<file path="config.mk">
export PLATFORM = sky130hd
export DESIGN_NAME = tag_array_nway
export DESIGN_NICKNAME = d
export VERILOG_FILES = /design/src/rtl/tag_array_nway.sv
export SDC_FILE = /design/constraint.sdc
export NUM_CORES = 1
export LEC_CHECK = 0
export CORE_UTILIZATION = 57
export CTS_CLUSTER_DIAMETER = 120
export CTS_CLUSTER_SIZE = 30
export DETAILED_ROUTE_END_ITERATION = 7
export GPL_ROUTABILITY_DRIVEN = 1
export HOLD_SLACK_MARGIN = 0.12
export MAX_ROUTING_LAYER = met4
export PLACE_DENSITY_LB_ADDON = 0.25
export SLEW_MARGIN = 20
export SYNTH_ARGS = -nofsm -noshare
export SYNTH_HDL_FRONTEND = slang
export SYNTH_SLANG_ARGS = --single-unit
</file>
<file path="constraint.sdc">
create_clock -name clk -period 2.55 [get_ports clk]
set_input_delay 0.255 -clock clk [delete_from_list [all_inputs] [get_ports clk]]
set_output_delay 0.255 -clock clk [all_outputs]
set_load 0.01 [all_outputs]
</file>
<file path="src/rtl/tag_array_nway.sv">
// N-way set-associative tag store: valid/dirty per line, fill/inv/mark port, flush sweeper.
// Define TAG_ARRAY_DIRTY_EN to build dirty bits (required by write-back caches).
module tag_array_nway #(
   parameter int unsigned TAG_W   = 4,
   parameter int unsigned INDEX_W = 4,
   parameter int unsigned WAYS    = 4
) (
   input  logic                     clk,
   input  logic                     rst_n,
   input  logic [TAG_W-1:0]         i_lk_tag,
   input  logic [INDEX_W-1:0]       i_lk_index,
   output logic [WAYS-1:0]          o_hit_en,
   output logic                     o_hit,
   output logic [$clog2(WAYS)-1:0]  o_hit_way,
   input  logic                     i_fill_en,
   input  logic [INDEX_W-1:0]       i_fill_index,
   input  logic [$clog2(WAYS)-1:0]  i_fill_way,
   input  logic [TAG_W-1:0]         i_fill_tag,
   output logic                     o_vic_valid,
   output logic [TAG_W-1:0]         o_vic_tag,
   output logic                     o_vic_dirty,
   input  logic                     i_mark_en,
   input  logic                     i_inv_en,
   input  logic                     i_flush_req,
   output logic                     o_flush_busy,
   output logic                     o_flush_done
);

   localparam int unsigned LINES = 1 << INDEX_W;
   localparam int unsigned WAY_W = $clog2(WAYS);

   typedef enum logic [1:0] {StIdle, StSweep, StDone} state_e;

   state_e               r_state, w_state_next;
   logic [INDEX_W-1:0]   r_ptr, w_ptr_next;
   logic                 w_idle, w_sweep;

   logic [TAG_W-1:0]     r_tag   [WAYS][LINES];
   logic [LINES-1:0]     r_valid [WAYS];
   logic [LINES-1:0]     w_clr   [WAYS];
   logic [LINES-1:0]     w_fill  [WAYS];

   assign w_idle       = (r_state == StIdle);
   assign w_sweep      = (r_state == StSweep);
   assign o_flush_busy = w_sweep;
   assign o_flush_done = (r_state == StDone);

   // Flush sequencer; termination is by compare against the last set.
   always_comb begin
      w_state_next = r_state;
      w_ptr_next   = r_ptr;
      case (r_state)
         StIdle: begin
            if (i_flush_req) begin
               w_state_next = StSweep;
               w_ptr_next   = '0;
            end
         end
         StSweep: begin
            w_ptr_next = r_ptr + INDEX_W'(1);
            if (r_ptr == INDEX_W'(LINES - 1)) w_state_next = StDone;
         end
         StDone:  w_state_next = StIdle;
         default: w_state_next = StIdle;
      endcase
   end

   always_ff @(posedge clk or negedge rst_n) begin
      if (!rst_n) begin
         r_state <= StIdle;
         r_ptr   <= '0;
      end else begin
         r_state <= w_state_next;
         r_ptr   <= w_ptr_next;
      end
   end

   // Per-line write strobes; clear (sweep or inv) beats fill on the same line.
   always_comb begin
      for (int w = 0; w < WAYS; w++) begin
         w_clr[w]  = '0;
         w_fill[w] = '0;
         for (int l = 0; l < LINES; l++) begin
            w_clr[w][l]  = (w_sweep && r_ptr == INDEX_W'(l)) ||
                           (w_idle && i_inv_en && i_fill_index == INDEX_W'(l) &&
                            i_fill_way == WAY_W'(w));
            w_fill[w][l] = w_idle && i_fill_en && !i_inv_en &&
                           i_fill_index == INDEX_W'(l) && i_fill_way == WAY_W'(w);
         end
      end
   end

   always_ff @(posedge clk or negedge rst_n) begin
      if (!rst_n) begin
         for (int w = 0; w < WAYS; w++) begin
            r_valid[w] <= '0;
            for (int l = 0; l < LINES; l++) r_tag[w][l] <= '0;
         end
      end else begin
         for (int w = 0; w < WAYS; w++) begin
            for (int l = 0; l < LINES; l++) begin
               if (w_clr[w][l]) begin
                  r_valid[w][l] <= 1'b0;
               end else if (w_fill[w][l]) begin
                  r_valid[w][l] <= 1'b1;
                  r_tag[w][l]   <= i_fill_tag;
               end
            end
         end
      end
   end

`ifdef TAG_ARRAY_DIRTY_EN
   logic [LINES-1:0] r_dirty [WAYS];
   logic [LINES-1:0] w_mark  [WAYS];

   // Mark loses to any inv/fill aimed at the same line.
   always_comb begin
      for (int w = 0; w < WAYS; w++) begin
         w_mark[w] = '0;
         for (int l = 0; l < LINES; l++) begin
            w_mark[w][l] = w_idle && i_mark_en && o_hit &&
                           i_lk_index == INDEX_W'(l) && o_hit_way == WAY_W'(w) &&
                           !((i_inv_en || i_fill_en) && i_fill_index == INDEX_W'(l) &&
                             i_fill_way == WAY_W'(w));
         end
      end
   end

   always_ff @(posedge clk or negedge rst_n) begin
      if (!rst_n) begin
         for (int w = 0; w < WAYS; w++) r_dirty[w] <= '0;
      end else begin
         for (int w = 0; w < WAYS; w++) begin
            for (int l = 0; l < LINES; l++) begin
               if (w_clr[w][l] || w_fill[w][l]) r_dirty[w][l] <= 1'b0;
               else if (w_mark[w][l])           r_dirty[w][l] <= 1'b1;
            end
         end
      end
   end

   assign o_vic_dirty = r_dirty[i_fill_way][i_fill_index];
`else
   logic w_unused_mark;
   assign w_unused_mark = i_mark_en;
   assign o_vic_dirty   = 1'b0;
`endif

   assign o_vic_valid = r_valid[i_fill_way][i_fill_index];
   assign o_vic_tag   = r_tag[i_fill_way][i_fill_index];

   always_comb begin
      o_hit_en = '0;
      for (int w = 0; w < WAYS; w++) begin
         o_hit_en[w] = !w_sweep && r_valid[w][i_lk_index] &&
                       (r_tag[w][i_lk_index] == i_lk_tag);
      end
   end

   assign o_hit = |o_hit_en;

   // Descending scan so the lowest set way is the last to be written.
   always_comb begin
      o_hit_way = '0;
      for (int w = WAYS - 1; w >= 0; w--) begin
         if (o_hit_en[w]) o_hit_way = WAY_W'(w);
      end
   end

endmodule

</file>
# After elaboration in Yosys (flattened, before gate mapping)
# Index checks and enable logic that the tools add are counted.
dict set report word_totals {
  out_inout_bits 15
  regBits 326
}
dict set report op_classes {
  n_bitwise 67
  n_reduce_logical 389
  n_mux 168
  n_addsub 1
  magnitude_cmp 5
  eq_ne 41
}
# operator count
set op_table {}
lappend op_table {{logical AND 1 bit} 187}
lappend op_table {{two-way mux 1 bit} 133}
lappend op_table {{AND reduction 2 bit} 66}
lappend op_table {{nonzero test 2 bit} 65}
lappend op_table {{binary-select mux 64 bit (select 2 bit)} 1}
lappend op_table {{two-way mux 64 bit} 2}
lappend op_table {{binary-select mux 4 bit (select 4 bit)} 5}
lappend op_table {{== test 4 bit (second input constant)} 16}
lappend op_table {{logical OR 1 bit} 64}
lappend op_table {{NOT 1 bit} 64}
lappend op_table {{two-way mux 4 bit} 11}
lappend op_table {{binary-select mux 16 bit (select 2 bit)} 1}
lappend op_table {{== test 4 x 3 -> 1 bit (second input constant)} 8}
lappend op_table {{two-way mux 16 bit} 2}
lappend op_table {{binary-select mux 1 bit (select 4 bit)} 5}
lappend op_table {{== test 4 x 2 -> 1 bit (second input constant)} 4}
lappend op_table {{== test 4 bit} 4}
lappend op_table {{two-way mux 2 bit} 6}
lappend op_table {{>= comparator 5 bit (second input constant)} 2}
lappend op_table {{less-than comparator 4 x 5 -> 1 bit (second input constant)} 2}
lappend op_table {{NOT 4 -> 5 bit} 2}
lappend op_table {{== test 4 x 1 -> 1 bit (second input constant)} 2}
lappend op_table {{logical NOT 4 bit} 2}
lappend op_table {{one-hot mux 4 bit (2 select lines)} 1}
lappend op_table {{other kinds (11)} 16}

# Depth between registers and ports, before layout
dict set report logic_depth {
  word_depth 10
  mapped_depth 10
  mapped_depth_nobuf 7
}

# Worst setup path after synthesis
# Ideal clock, no wire load.
dict set report synth_path {
  path_kind {input port to output port}
  startpoint {input port i_lk_index[0]}
  endpoint {output port o_hit_way[0]}
  t_required_ps 2295
  stages 9
  setup_slack_ps -49
  arrival_time_ps 2344
  cell_sequence {buf_6 -> buf_6 -> mux4_2 -> mux4_2 -> xnor2_1 -> nand3_1 -> nor4_2 -> nor2_1 -> o21ba_1}
}
dict set report synth_between {
  elab_cells_between_ends 37
  cone_classes {eq/ne: 4; mux: 24; bitwise: 1; reduce/logical: 8}
}
# element line_no
set synth_lines {}
lappend synth_lines {{start: declaration} 11} ;# input logic [INDEX_W-1:0] i_lk_index,
lappend synth_lines {{NOT 4 -> 5 bit (not written as such)} 157} ;# (r_tag[w][i_lk_index] == i_lk_tag);
lappend synth_lines {{binary-select mux 4 bit (select 4 bit)} 157}
lappend synth_lines {{two-way mux 4 bit (not written as such) (2 in a row)} 157}
lappend synth_lines {{== test 4 bit} 157}
lappend synth_lines {{logical AND 1 bit (*)} 156} ;# o_hit_en[w] = !w_sweep && r_valid[w][i_lk_index] &&
lappend synth_lines {{net o_hit_en[2]} 12} ;# output logic [WAYS-1:0] o_hit_en,
lappend synth_lines {{two-way mux 2 bit (*) (3 in a row)} 167} ;# if (o_hit_en[w]) o_hit_way = WAY_W'(w);
lappend synth_lines {{end: declaration} 14} ;# output logic [$clog2(WAYS)-1:0] o_hit_way,
# The timed path passes the listed nets; every way through them passes the cells marked *. The select of a mux whose other input is x is not followed.

# Final worst setup path
dict set report layout_path {
  startpoint {register r_tag[70] in the netlist's numbering}
  endpoint {output port o_hit_way[1]}
}
dict set report layout_between {
  elab_chain_cells 8
}
# element line_no
set layout_rtl {}
lappend layout_rtl {{start: declaration} 38} ;# logic [TAG_W-1:0] r_tag [WAYS][LINES];
lappend layout_rtl {{start signal: indexed assignment} 106} ;# r_tag[w][l] <= i_fill_tag;
lappend layout_rtl {{binary-select mux 4 bit (select 4 bit)} 157}
lappend layout_rtl {{two-way mux 4 bit (not written as such) (2 in a row)} 157}
lappend layout_rtl {{== test 4 bit} 157}
lappend layout_rtl {{logical AND 1 bit} 156}
lappend layout_rtl {{two-way mux 2 bit (3 in a row)} 167}
# No other way between the ends. The select of a mux whose other input is x is not followed.

==> flow_summary.toml <==
[status]
status = "finished, violations left"
failed_checks = "negative setup slack"

[route]
ant_nets = 0
drt-initial-drc-count = 1654
drcViolationCount = 0
vias = 14500
wirelength_um = 63200
viasPerCell = 6.70
wl_per_cell_um = 29.3
first_pass_iters = 5

[sta]
setup_violations = 12
hold_viol = 0
relSlewSlack = 0.342
tns_ps = -5800
min_period_over_period = 1.29
skew_ps = 19.4
fin_ws_ps = -732
slew_viol_final = 0
worst_pin_slew_ps = 988
fmax_mhz = 305
timing.final.crit_period_ps = 3280
rsz0062_at_grt = "yes"

[global_route]
grt_use_total = 0.411
antenna_found_initial = 1
grt_overflow = 0
grt_pass1_wl_um = 94400
grt_pass1_vias = 15000
grt_max_degree = 87

[clock_tree]
cts_buffer_depth = 3
clkTransAtPathRegs_ps = 130
root_buffer = "clkbuf_16"
cts_tree = "yes"
insertion_delay_ps = 520
cts_buffers = 14
cts_sinks = 326
htree_levels = 1

[cells_and_area]
nNetsFinal = 1780
drive_above_1_share = 0.579
register_area_sq_um = 8160
multi_input_area_sq_um = 9640
areaGrowthSynthToFinish_pct = 26.0
fill_cells = 2129

[critical_path]
r2r_slack_ps = 130
crit_type = "register to output pin"
cp.arrival_ps = 3030
crit_required_ps = 2300
start_kind = "register"
end_kind = "output pin"
critPathMaxFanout = 2

[placed_design]
post-dp-hpwl_um = 48900
gp_congestion = 1.08
port_buffers = 36

[yosys]
yosysSeqAreaShare = 0.448
yosysTopAreaCellShare = 0.448
synthTopCellsByArea = "dfrtp_1 45%, mux4_2 21%, mux2_2 16%, nand2_1 1.9%, nor2_1 1.6%"
synth_top_area_cell = "dfrtp_1"
synth.distinct_cells = 54
avgSynthCellArea_sq_um = 13.7
synthArstFlopShare = 1.00
yosysMostFrequentCell = "dfrtp_1"
synth_nets = 1353
synth_edf_count = 0
netlist_top_cells_count = "326 x dfrtp_1, 258 x mux2_2, 171 x mux4_2"
ys_warn_count = 0
syn_inst = 1325
synth_seq_cells = 326
synth_flop_cell = "dfrtp_1"
synth_area_sq_um = 18200

[floorplan]
die_area_sq_um = 32700
initial_utilization = 0.579
die-width_um = 181
fp.coreArea_sq_um = 31500
io-pin-count = 39
die_y_um = 181
rows = 65

[pwr]
total_power_mw = 11.2
p_leak_nw = 11.1
vdd_ir_drop_max_mv = 0.365
p_per_area_nw_per_um2 = 490

[hold_path]
hold_path.class = "input pin to asynchronous set/reset pin"

[run]
maxCapViolCount = 0
==> layout make-up <==
class | count | share of cell area
clock buffers | 18 | 0.0173
repair buffers | 519 | 0.183
inverters | 15 | 0.00245
diodes | 1 | 0.000109
flip-flops and latches | 326 | 0.355
well taps | 402 | 0.0219
multi-input cells | 876 | 0.420
==> kinds of logic (layout without fill, tap and decap cells) <==
| kind of cell | after synthesis | in the layout | synth area share |
|---|---|---|---|
| buffers and inverters | 123 | 552 | 0.0319 |
| muxes | 459 | 459 | 0.393 |
| AOI/OAI and AO/OA | 162 | 162 | 0.0576 |
| other | 1 | 2 | 0.000206 |
| xor gates and xnor gates | 15 | 15 | 0.00721 |
| adders and majority gates | 4 | 4 | 0.00275 |
| and+or+nand+nor | 235 | 235 | 0.0595 |
| DFF | 326 | 326 | 0.448 |
==> through the flow <==
| step | hold WS [ps] | cells | setup slack, ps | util | cell area (sq um) |
|---|---|---|---|---|---|
| floorplan | -40.6 | 1325 | -4.67 | - | 18200 |
| global placement | 157 | 2134 | -877 | 0.710 | 22400 |
| detailed placement | 158 | 2134 | -860 | 0.710 | 22400 |
| CTS | 186 | 2156 | -764 | 0.726 | 22800 |
| global route | 198 | 2157 | -829 | 0.729 | 23000 |
| finish | 181 | 2157 | -732 | 0.729 | 23000 |
==> report_power, final <==
part / total (mW) / switching, mW / internal, mW
Combinational: 2.65 / 1.34 / 1.30
Sequential: 5.81 / 0.336 / 5.48
Clock: 2.78 / 1.67 / 1.11
Total: 11.2 / 3.35 / 7.89
==> sequential cells by signal, summed over array words and instances (netlist names) <==
name,cells
r_valid,64
r_tag,256
r_state,2
r_ptr,4
==> worst max-delay path, cell delays in order, from the launching register on <==
cell     delay (ps)
dfrtp_1         440
mux4_2          490
mux4_2          530
xor2_2          230
or3_4           380
o21ai_2         130
nor3b_2         160
buf_2           150
==> metal layers <==
metal | wire (um) | share of wire | global-route usage | up-vias
met5 | 0 | 0 | - | -
met3 | 5820 | 0.092 | 0.0830 | 247
li1 | - | - | - | 5921
met4 | 4400 | 0.070 | 0.235 | 0
met1 | 23500 | 0.37 | 0.513 | 7392
met2 | 29500 | 0.47 | 0.631 | 901
==> cell usage in the layout, fill, tap and decap left out, drive strengths merged, types with 20 or more instances in the layout <==
master	netlist	layout
buf	44	505
dfrtp	326	326
mux2	262	262
mux4	177	177
nand2	93	93
nor2	76	76
o21ai	54	54
a21oi	48	48
o221a	20	20
mux2i	20	20
==> path summary, 6_finish.rpt <==
| check | endpoint | cells past startpoint | startpoint |
|---|---|---|---|
| hold / removal | r_tag[227]$_DFFE_PN0P_ | 2 | rst_n |
| setup / recovery | o_hit_way[1] | 7 | r_tag[70]$_DFFE_PN0P_ |
| setup reg to reg | r_tag[113]$_DFFE_PN0P_ | 6 | r_state[0]$_DFFE_PN0P_ |
| hold reg to reg | r_tag[190]$_DFFE_PN0P_ | 1 | r_tag[190]$_DFFE_PN0P_ |
| max in group asynchronous | r_tag[172]$_DFFE_PN0P_ | 3 | rst_n |
| min in group clk | r_tag[195]$_DFFE_PN0P_ | 2 | i_fill_tag[3] |
==> timing repair <==
item                       in CTS  in global routing
hold endpoints to repair      326                  0
resized for setup              82                 25
setup endpoints to repair      14                 12
setup buffers                   3                  3
gates cloned                    0                  0
pin swaps                      18                 17
hold buffers                    1                  0
Power figures use the tool's default switching activity.
